## src/rtl/bsg_arb_round_robin_burst_if.sv

```systemverilog
// Handshake bundle between requesters, the burst arbiter and the downstream channel.
interface bsg_arb_round_robin_burst_if #(
  parameter int els_p = 16
);
  localparam int ID_W = $clog2(els_p);

  logic [els_p-1:0] reqs_i;
  logic [els_p-1:0] last_i;
  logic             ready_i;
  logic [els_p-1:0] grants_o;
  logic [ID_W-1:0]  grant_id_o;
  logic             v_o;
  logic             yumi_o;
  logic             burst_end_o;

  // Requester/downstream side: drives requests and ready, observes grants.
  modport master (
    output reqs_i, last_i, ready_i,
    input  grants_o, grant_id_o, v_o, yumi_o, burst_end_o
  );

  // Arbiter side.
  modport slave (
    input  reqs_i, last_i, ready_i,
    output grants_o, grant_id_o, v_o, yumi_o, burst_end_o
  );
endinterface

```

## src/rtl/bsg_arb_round_robin_burst.sv

```systemverilog
// Round-robin arbiter that locks the grant for a multi-beat burst.
// The lock releases on the owner's last beat or after max_beats_p beats;
// the previous winner only advances at burst end, so the owner of a burst
// gets the lowest priority in the next arbitration.
module bsg_arb_round_robin_burst #(
  parameter int els_p       = 16,
  parameter int max_beats_p = 8
) (
  input  logic                         clk_i,
  input  logic                         reset_i,
  bsg_arb_round_robin_burst_if.slave   bus
);

  localparam int ID_W  = $clog2(els_p);
  localparam int CNT_W = $clog2(max_beats_p + 1);

  typedef enum logic {IDLE, LOCK} state_t;

  state_t           r_state,    w_state_nxt;
  logic [ID_W-1:0]  r_last,     w_last_nxt;
  logic [ID_W-1:0]  r_lock_id,  w_lock_id_nxt;
  logic [CNT_W-1:0] r_beat_cnt, w_beat_cnt_nxt;

  logic [ID_W-1:0]  w_win_m, w_win_a, w_win_id, w_sel_id;
  logic             w_hit_m, w_hit_a;
  logic             w_v, w_yumi, w_end;

  // Winner: lowest request above the previous winner, else lowest request overall.
  always_comb begin
    w_win_m = '0;
    w_win_a = '0;
    w_hit_m = 1'b0;
    w_hit_a = 1'b0;
    for (int unsigned i = 0; i < els_p; i++) begin
      if (!w_hit_m && bus.reqs_i[i] && (ID_W'(i) > r_last)) begin
        w_hit_m = 1'b1;
        w_win_m = ID_W'(i);
      end
      if (!w_hit_a && bus.reqs_i[i]) begin
        w_hit_a = 1'b1;
        w_win_a = ID_W'(i);
      end
    end
    w_win_id = w_hit_m ? w_win_m : w_win_a;
  end

  // State register; reset mid-burst simply abandons the lock.
  always_ff @(posedge clk_i or posedge reset_i) begin
    if (reset_i) begin
      r_state    <= IDLE;
      r_last     <= ID_W'(els_p - 1);
      r_lock_id  <= '0;
      r_beat_cnt <= '0;
    end else begin
      r_state    <= w_state_nxt;
      r_last     <= w_last_nxt;
      r_lock_id  <= w_lock_id_nxt;
      r_beat_cnt <= w_beat_cnt_nxt;
    end
  end

  // Next state: registers only move on a transferred beat.
  always_comb begin
    w_state_nxt    = r_state;
    w_last_nxt     = r_last;
    w_lock_id_nxt  = r_lock_id;
    w_beat_cnt_nxt = r_beat_cnt;
    if (w_yumi) begin
      unique case (r_state)
        IDLE: begin
          if (w_end) begin
            w_last_nxt = w_win_id;
          end else begin
            w_state_nxt    = LOCK;
            w_lock_id_nxt  = w_win_id;
            w_beat_cnt_nxt = CNT_W'(1);
          end
        end
        LOCK: begin
          if (w_end) begin
            w_state_nxt    = IDLE;
            w_last_nxt     = r_lock_id;
            w_beat_cnt_nxt = '0;
          end else begin
            w_beat_cnt_nxt = r_beat_cnt + 1'b1;
          end
        end
        default: ;
      endcase
    end
  end

  // Outputs: grant follows the winner in IDLE and the owner in LOCK; all forced low in reset.
  always_comb begin
    w_sel_id = (r_state == LOCK) ? r_lock_id : w_win_id;
    if (reset_i)
      w_v = 1'b0;
    else if (r_state == LOCK)
      w_v = bus.reqs_i[r_lock_id];
    else
      w_v = |bus.reqs_i;
    w_yumi = w_v & bus.ready_i;
    w_end  = bus.last_i[w_sel_id] | ((r_beat_cnt + 1'b1) == CNT_W'(max_beats_p));

    bus.v_o         = w_v;
    bus.yumi_o      = w_yumi;
    bus.burst_end_o = w_yumi & w_end;
    bus.grant_id_o  = w_v ? w_sel_id : '0;
    bus.grants_o    = w_v ? (els_p'(1) << w_sel_id) : '0;
  end

endmodule

```

## src/flat_wrapper.sv

```systemverilog
// flat-port wrapper written by rule: the top's interface ports become plain ports
module bsg_arb_round_robin_burst_flat 
#(
  parameter int els_p       = 16,
  parameter int max_beats_p = 8
)
  (clk_i, reset_i, bus_reqs_i, bus_last_i, bus_ready_i, bus_grants_o, bus_grant_id_o, bus_v_o, bus_yumi_o, bus_burst_end_o);
  bsg_arb_round_robin_burst_if #(.els_p(els_p)) bus_i ();
  input  logic clk_i;
  input  logic reset_i;
  input wire logic [$bits(bus_i.reqs_i)-1:0] bus_reqs_i;
  input wire logic [$bits(bus_i.last_i)-1:0] bus_last_i;
  input wire logic [$bits(bus_i.ready_i)-1:0] bus_ready_i;
  output wire logic [$bits(bus_i.grants_o)-1:0] bus_grants_o;
  output wire logic [$bits(bus_i.grant_id_o)-1:0] bus_grant_id_o;
  output wire logic [$bits(bus_i.v_o)-1:0] bus_v_o;
  output wire logic [$bits(bus_i.yumi_o)-1:0] bus_yumi_o;
  output wire logic [$bits(bus_i.burst_end_o)-1:0] bus_burst_end_o;
  assign bus_i.reqs_i = bus_reqs_i;
  assign bus_i.last_i = bus_last_i;
  assign bus_i.ready_i = bus_ready_i;
  assign bus_grants_o = bus_i.grants_o;
  assign bus_grant_id_o = bus_i.grant_id_o;
  assign bus_v_o = bus_i.v_o;
  assign bus_yumi_o = bus_i.yumi_o;
  assign bus_burst_end_o = bus_i.burst_end_o;
  bsg_arb_round_robin_burst #(.els_p(els_p), .max_beats_p(max_beats_p)) u_core (.clk_i(clk_i), .reset_i(reset_i), .bus(bus_i));
endmodule
```

## config.mk

```make
export PLATFORM = sky130hd
export DESIGN_NAME = bsg_arb_round_robin_burst_flat
export DESIGN_NICKNAME = d
export VERILOG_FILES = /design/src/rtl/bsg_arb_round_robin_burst_if.sv /design/src/rtl/bsg_arb_round_robin_burst.sv /design/src/flat_wrapper.sv
export SDC_FILE = /design/constraint.sdc
export NUM_CORES = 1
export LEC_CHECK = 0
export ABC_AREA = 1
export BUFFER_PORTS_ARGS = -buffer_cell sky130_fd_sc_hd__buf_2
export CAP_MARGIN = 20
export CELL_PAD_IN_SITES_DETAIL_PLACEMENT = 1
export CELL_PAD_IN_SITES_GLOBAL_PLACEMENT = 2
export CORE_UTILIZATION = 28
export DETAILED_ROUTE_END_ITERATION = 16
export HOLD_SLACK_MARGIN = 0.15
export PLACE_DENSITY = 0.95
export SLEW_MARGIN = 25
export SYNTH_ARGS = -nofsm -noshare
export SYNTH_HDL_FRONTEND = slang
export SYNTH_SLANG_ARGS = --single-unit
```

## constraint.sdc

```tcl
create_clock -name clk_i -period 4.85 [get_ports clk_i]
set_input_delay 0.2425 -clock clk_i [delete_from_list [all_inputs] [get_ports clk_i]]
set_output_delay 0.2425 -clock clk_i [all_outputs]
set_load 0.1 [all_outputs]
```

==> results of run 1 <==
[placed cells by master (no fill, tap or decap), drive strengths merged, types with 2 or more instances in the layout]
cell	Yosys	final
buf	5	57
nor2	57	57
nand3	41	41
nand4	14	14
clkinv	1	2
o21ai	14	14
inv	37	37
xnor2	2	2
a21oi	9	9
ha	2	2
o311ai	2	2
o211ai	8	8
o41ai	2	2
clkbuf	0	3
nand3b	2	2
dfrtp	9	9
dfstp	4	4
or2	2	2
nand2	98	98
[per-layer routing]
metal  vias up  share of wire (%)
met5         -                  0
met2        66                 48
met3         7                4.8
met4         0                1.0
met1      1076                 47
li1       1179                  -
[path summary, 6_finish.rpt]
| kind | start | end | slack (ns) | depth (start not counted) |
|---|---|---|---|---|
| max in group asynchronous | reset_i | u_core.r_lock_id[2] | 3.87 | 3 |
| worst min register to register | u_core.r_lock_id[3] | u_core.r_lock_id[3] | 0.50 | 2 |
| worst max register to register | u_core.r_last[1] | u_core.r_beat_cnt[0] | 1.53 | 18 |
| min in group asynchronous | reset_i | u_core.r_beat_cnt[3] | 0.60 | 3 |
| worst min-delay path | u_core.r_lock_id[3] | u_core.r_lock_id[3] | 0.50 | 2 |
| worst max-delay path | u_core.r_last[1] | bus_grants_o[8] | 0.93 | 18 |
[synthesized netlist by cell type, types with 2 or more instances]
| master | number | area [um^2] |
|---|---|---|
| o211ai_1 | 8 | 60.06 |
| nand3_1 | 33 | 165.2 |
| o311ai_0 | 2 | 17.52 |
| xnor2_1 | 2 | 17.52 |
| o41ai_1 | 2 | 17.52 |
| nand3b_1 | 2 | 15.01 |
| nand2_4 | 5 | 56.30 |
| nand2_1 | 88 | 330.3 |
| nor2_2 | 2 | 12.51 |
| dfrtp_1 | 9 | 225.2 |
| o21ai_1 | 2 | 10.01 |
| nor2_1 | 50 | 187.7 |
| nor2_4 | 4 | 45.04 |
| dfstp_2 | 4 | 105.1 |
| nand2_2 | 5 | 31.28 |
| nand3_4 | 2 | 35.03 |
| or2_2 | 2 | 12.51 |
| buf_2 | 3 | 15.01 |
| nand3_2 | 6 | 60.06 |
| a21oi_1 | 9 | 45.04 |
| ha_1 | 2 | 25.02 |
| nand4_1 | 13 | 81.33 |
| inv_1 | 37 | 138.9 |
| o21ai_0 | 12 | 60.06 |
[cells by family (layout without fill, tap and decap cells)]
family	after synthesis	after routing	share of synthesized area [%]
xor+xnor	2	2	0.9158
flops	13	13	17.27
buf+inv	43	100	9.221
fa+ha+maj	2	2	1.308
compound gates	41	41	14.26
simple gates	217	217	57.03
[registers in the layout (all words and copies together), names as in the netlist]
register           cells
u_core.r_beat_cnt      4
u_core.r_last          4
u_core.r_lock_id       4
u_core.r_state         1
[stage by stage]
step	hold slack [ns]	power, mW	worst slack, ns	util (%)	instance area, um^2
2_1_floorplan	0.1218	1.382	0.3458	-	1936
3_3_place_gp	0.3101	1.609	1.310	35.35	2283
3_5_place_dp	0.3271	1.632	1.208	35.35	2283
4_1_cts	0.5006	1.743	0.9184	36.23	2340
5_1_grt	0.5242	1.873	0.6801	36.23	2340
6_report	0.4975	1.727	0.9268	36.23	2340
[cell type report]
class / count / area (um^2) / share of cell area [%]
multi-input cells: 262 / 1429 / 61.07
flip-flops and latches: 13 / 330.3 / 14.12
repair buffers: 58 / 295.3 / 12.62
inverters: 38 / 142.6 / 6.096
well taps: 77 / 96.34 / 4.118
clock buffers: 3 / 41.29 / 1.765
clock inverters: 1 / 5.005 / 0.2139
[repair_timing]
action / CTS / global route
hold buffers: 1 / 0
endpoints found under the setup margin: 0 / 0
buffers inserted: 0 / 0
hold endpoints to repair: 9 / 0
[power by group]
part / total, mW / internal [mW] / switching [mW]
registers: 0.240 / 0.162 / 0.0774
clock network: 0.0988 / 0.0567 / 0.0421
logic: 1.39 / 0.349 / 1.04
[critical path, stage by stage (launching register included)]
cell,delay [ns]
dfstp_2,0.57
nand2_1,0.12
nand3_1,0.14
nand3_2,0.09
o21bai_4,0.18
nor2_2,0.12
nand3_2,0.11
nor2_4,0.16
nand4_4,0.11
nor2_4,0.15
nand3_2,0.14
o21ai_1,0.20
nand2_1,0.09
o21ai_1,0.20
inv_1,0.17
nor2_2,0.14
inv_1,0.18
nor2_2,0.13
buf_2,0.43
==> results.toml, run 1 <==
[timing]
hold_viol_final = 0
slew_violations = 0
slew_headroom_pct = 61.32
fmax_ghz = 0.2549
finalCritPeriodShare_pct = 80.89
rsz0062_at_grt = "false"
skew_ns = 0.005518
fin_setup_tns_ns = 0
fin_crit_ns = 3.923
worst_slew_pin_slew_ns = 0.5796
setup_viol = 0

[yosys]
avgSynthCellArea_um2 = 6.016
ys_types = 38
synthArstFlopShare_pct = 100.0
seq_area_frac_synth_pct = 17.27
ys_warn_count = 0
synthesis.area_um2 = 1913
synth-seq-cells = 13
synthCells = 318
synth_edf_count = 0
syn-num-nets = 355
ys.flop_type = "dfrtp_1"

[power]
ir_drop_uv = 599.0
p_per_area_nw_per_um2 = 738.1
leakagePower_nw = 1.208

[global_routing]
grt_pass1_vias = 2311
use_met1_pct = 24.33
antenna_found_initial = 0
top_usage_layer = "met2"
grt_use_met2_pct = 34.59
track_usage_pct = 18.93
met3_usage_pct = 1.573
grt_max_degree = 17
grt.overflow.total = 0
grt_pass1_wl_um = 11100

[floorplanning]
fp.dieW_um = 84.66
die-area_um2 = 7167
core_area_um2 = 6459
start_util_pct = 29.62
fp-row-count = 29
fp.dieH_um = 84.66
io_pins = 58

[worst_setup_path]
critPathMaxFanout = 8
start_kind = "flop"
critPathCaptureType = "output pin"
crit_type = "reg -> out"
required_ns = 4.61
arrival_ns = 3.68

[worst_hold_path]
hold_path_class = "reg -> reg"

[placed_design]
hpwl_um = 5569
routabilityCongestion = 0.8933
placedCellCount = 447
portBuffers = 57

[cells_and_area]
nets = 413
area_growth_pct = 22.30
fillerInstances = 898
diodes = 0
drive_above_1_share_pct = 27.73
final_cell_count_no_fill = 452

[detailed_routing]
vias_per_cell = 5.150
postRouteWirelength_um = 6687
antenna_left = 0
drtIter0Drc = 72
vias = 2328
dr.pass1.iters = 7
wire_per_inst_um = 14.79
drc = 0

[clock_tree]
htreeDepth = 1
clock_latency_ns = 0.24
clock_sinks = 13
tritoncts = "yes"
cts_resized = 0
cts_made_buffers = 3
clockBufferDepth = 2
cts-root-buf = "clkbuf_8"
clk_pin_slew_ns = 0.06

[run]
drv_cap = 0

[outcome]
status = "completed"
No activity file was read; power rests on OpenSTA's default activity.
==> inputs of run 2 (changes only) <==
ABC_AREA = 0   (was 1)
CORE_UTILIZATION = 29   (was 28)
PLACE_DENSITY = 0.88   (was 0.95)
clock period = 3.4 ns   (was 4.85 ns; I/O delays follow)
==> results.toml, run 2 <==
[outcome]
status = "finished, violations left"
violations = "negative setup slack"

[timing]
worst_slew_pin_slew_ns = 0.5701
finalCritPeriodShare_pct = 102.9
hold_viol_final = 0
skew_ns = 0.002578
slew_violations = 0
rsz0062_at_grt = "true"
slew_headroom_pct = 61.99
fmax_ghz = 0.2858
setup_ws_ns = -0.09936
setup_viol = 3
fin_crit_ns = 3.499

[worst_setup_path]
critPathCaptureType = "output pin"
crit_type = "reg -> out"
start_kind = "flop"
arrival_ns = 3.33
critPathSlowestCell = "dfstp_2"
path_cells = "buf_6 -> nand2b_4 -> a221oi_2 -> or2_4 -> o311a_4 -> a221oi_2 -> mux2_4 -> mux2i_1 -> mux2_4 -> o21ai_4 -> clkinvlp_4 -> buf_12"
required_ns = 3.23
max_stage_delay_ns = 0.63
critPathMaxFanout = 8

[yosys]
synthCells = 299
synthTopCellsByCount = "37 x nor2_1, 17 x nand2_1, 15 x inv_1, 15 x nand3_1, 13 x nor2b_1"
yosysMostFrequentCell = "nor2_1"
netlist.area_leader.share_pct = 9.245
ys.flop_type = "dfrtp_1"
yosys-top-cells-area = "dfrtp_1 9.2%, nor2_1 5.7%, mux2_2 5.5%"
avgSynthCellArea_um2 = 8.147
synthesis.area_um2 = 2436
synth_top_area_cell = "dfrtp_1"
synth_edf_count = 0
syn-num-nets = 336
seq_area_frac_synth_pct = 13.56
ys_warn_count = 0
ys_types = 76
synthArstFlopShare_pct = 100.0
synth-seq-cells = 13

[global_routing]
grt_pass1_vias = 2882
grt.overflow.total = 0
top_usage_layer = "met2"
grt_pass1_wl_um = 14640
track_usage_pct = 20.93
grt_max_degree = 27
met3_usage_pct = 2.184
antenna_found_initial = 0
grt_use_met2_pct = 37.93
use_met1_pct = 25.61

[placed_design]
hpwl_um = 6797
placedCellCount = 467
routabilityCongestion = 0.8805
portBuffers = 57
post_dp_cell_area_um2 = 3324

[detailed_routing]
drc = 0
wire_per_inst_um = 18.87
drtIter0Drc = 118
antenna_left = 0
postRouteWirelength_um = 9134
vias_per_cell = 5.839
dr.pass1.iters = 4
vias = 2826

[clock_tree]
cts_made_buffers = 3
clock_sinks = 13
clock_latency_ns = 0.25
htreeDepth = 1
clockBufferDepth = 2
cts-root-buf = "clkbuf_8"
clk_pin_slew_ns = 0.06
tritoncts = "yes"

[power]
ir_drop_uv = 606.2
p_total_mw = 3.916
p_per_area_nw_per_um2 = 1058
leakagePower_nw = 1.434

[cells_and_area]
multi_input_area_um2 = 2192
finish.instance_area_um2 = 3700
top_regs = "u_core.r_beat_cnt x4, u_core.r_last x4, u_core.r_lock_id x4"
final_cell_count_no_fill = 484
diodes = 0
fillerInstances = 968
drive_above_1_share_pct = 50.92
layout_common_cells = "38 x buf_2, 28 x buf_4, 21 x buf_12"
regArea_um2 = 331.6
area_growth_pct = 51.87
layout_commonest_cell = "buf_2"
nets = 417

[floorplanning]
start_util_pct = 29.80
core_area_um2 = 8175
die-area_um2 = 8771
fp.dieH_um = 93.66
fp.dieW_um = 93.66
fp-row-count = 33
io_pins = 58

[run]
drv_cap = 0

[worst_hold_path]
hold_path_class = "in -> reg"
## run 2: cell count changes in the layout (fill, tap and decap cells not counted), moves of 18 or more
cell     delta
nand3_1    -18
buf_12     +21
nand2_1    -76
nor2_1     -21
buf_4      +28
inv_1      -25
buf_2      -19
## run 2: where the power goes
part | internal [mW] | switching, mW
sequential | 0.244 | 0.177
combinational | 1.40 | 1.95
clock | 0.0830 | 0.0584
## run 2: repair_timing
action                                  CTS  global route
pin swaps                                 4             8
hold buffers                              1             0
buffers inserted                          7             5
gates resized for setup                  22            26
endpoints found under the setup margin   24            21
endpoints found under the hold margin     9             0
## run 2: area by class of cell
type                            instances  area share, %
Clock buffer                            4          1.217
Inverter                               15          1.826
Multi-Input combinational cell        250          59.25
Sequential cell                        13          8.962
Tap cell                              105          3.551
Timing Repair Buffer                   97          25.19
## run 2: logic make-up (layout without fill, tap and decap cells)
kind of cell             after synthesis  in the layout  share of synthesized area (%)
AND/OR/NAND/NOR                      129            129                          28.61
XOR/XNOR                               1              1                         0.3596
buffers and inverters                 36            116                          9.861
multiplexers                          28             28                          15.36
adder cells (fa/ha/maj)                2              2                          1.027
AO/OA/AOI/OAI                         90             90                          31.23
flip-flops                            13             13                          13.56
## run 2: metal layers
metal	part of all wire [%]	vias to the layer above
li1	-	1317
met4	3.5	0
met5	0	-
met1	42	1400
met2	51	80
met3	3.9	29
## run 2: worst paths after layout
check,cells past startpoint,to,startpoint,slack (ns)
min in group asynchronous,4,u_core.r_beat_cnt[0],reset_i,0.47
setup / recovery,12,bus_burst_end_o,u_core.r_last[0],-0.1
hold reg to reg,1,u_core.r_beat_cnt[0],u_core.r_beat_cnt[0],0.60
hold / removal,3,u_core.r_beat_cnt[0],bus_ready_i,0.33
max in group asynchronous,4,u_core.r_last[0],reset_i,2.68
setup reg to reg,14,u_core.r_last[0],u_core.r_last[0],-0.02
## run 2: stage by stage
| step | hold slack [ns] | utilization [%] | setup WS (ns) | setup TNS (ns) |
|---|---|---|---|---|
| 6_report | 0.3330 | 45.26 | -0.09936 | -0.1321 |
| 5_1_grt | 0.3464 | 45.26 | -0.2216 | -1.232 |
| 4_1_cts | 0.3310 | 43.07 | -0.03938 | -0.03938 |
| 3_5_place_dp | 0.1902 | 40.66 | -0.09539 | -0.4730 |
| 3_3_place_gp | 0.1825 | 40.66 | -0.06370 | -0.1337 |
| 2_1_floorplan | 0.07298 | - | -0.4181 | -2.905 |
## run 2: critical path: cells and delay by family (launching register included)
family          cells  cell delay (ns)
flops               1             0.63
buf+inv             3             0.45
simple gates        2             0.43
mux                 3             0.57
compound gates      4             1.01
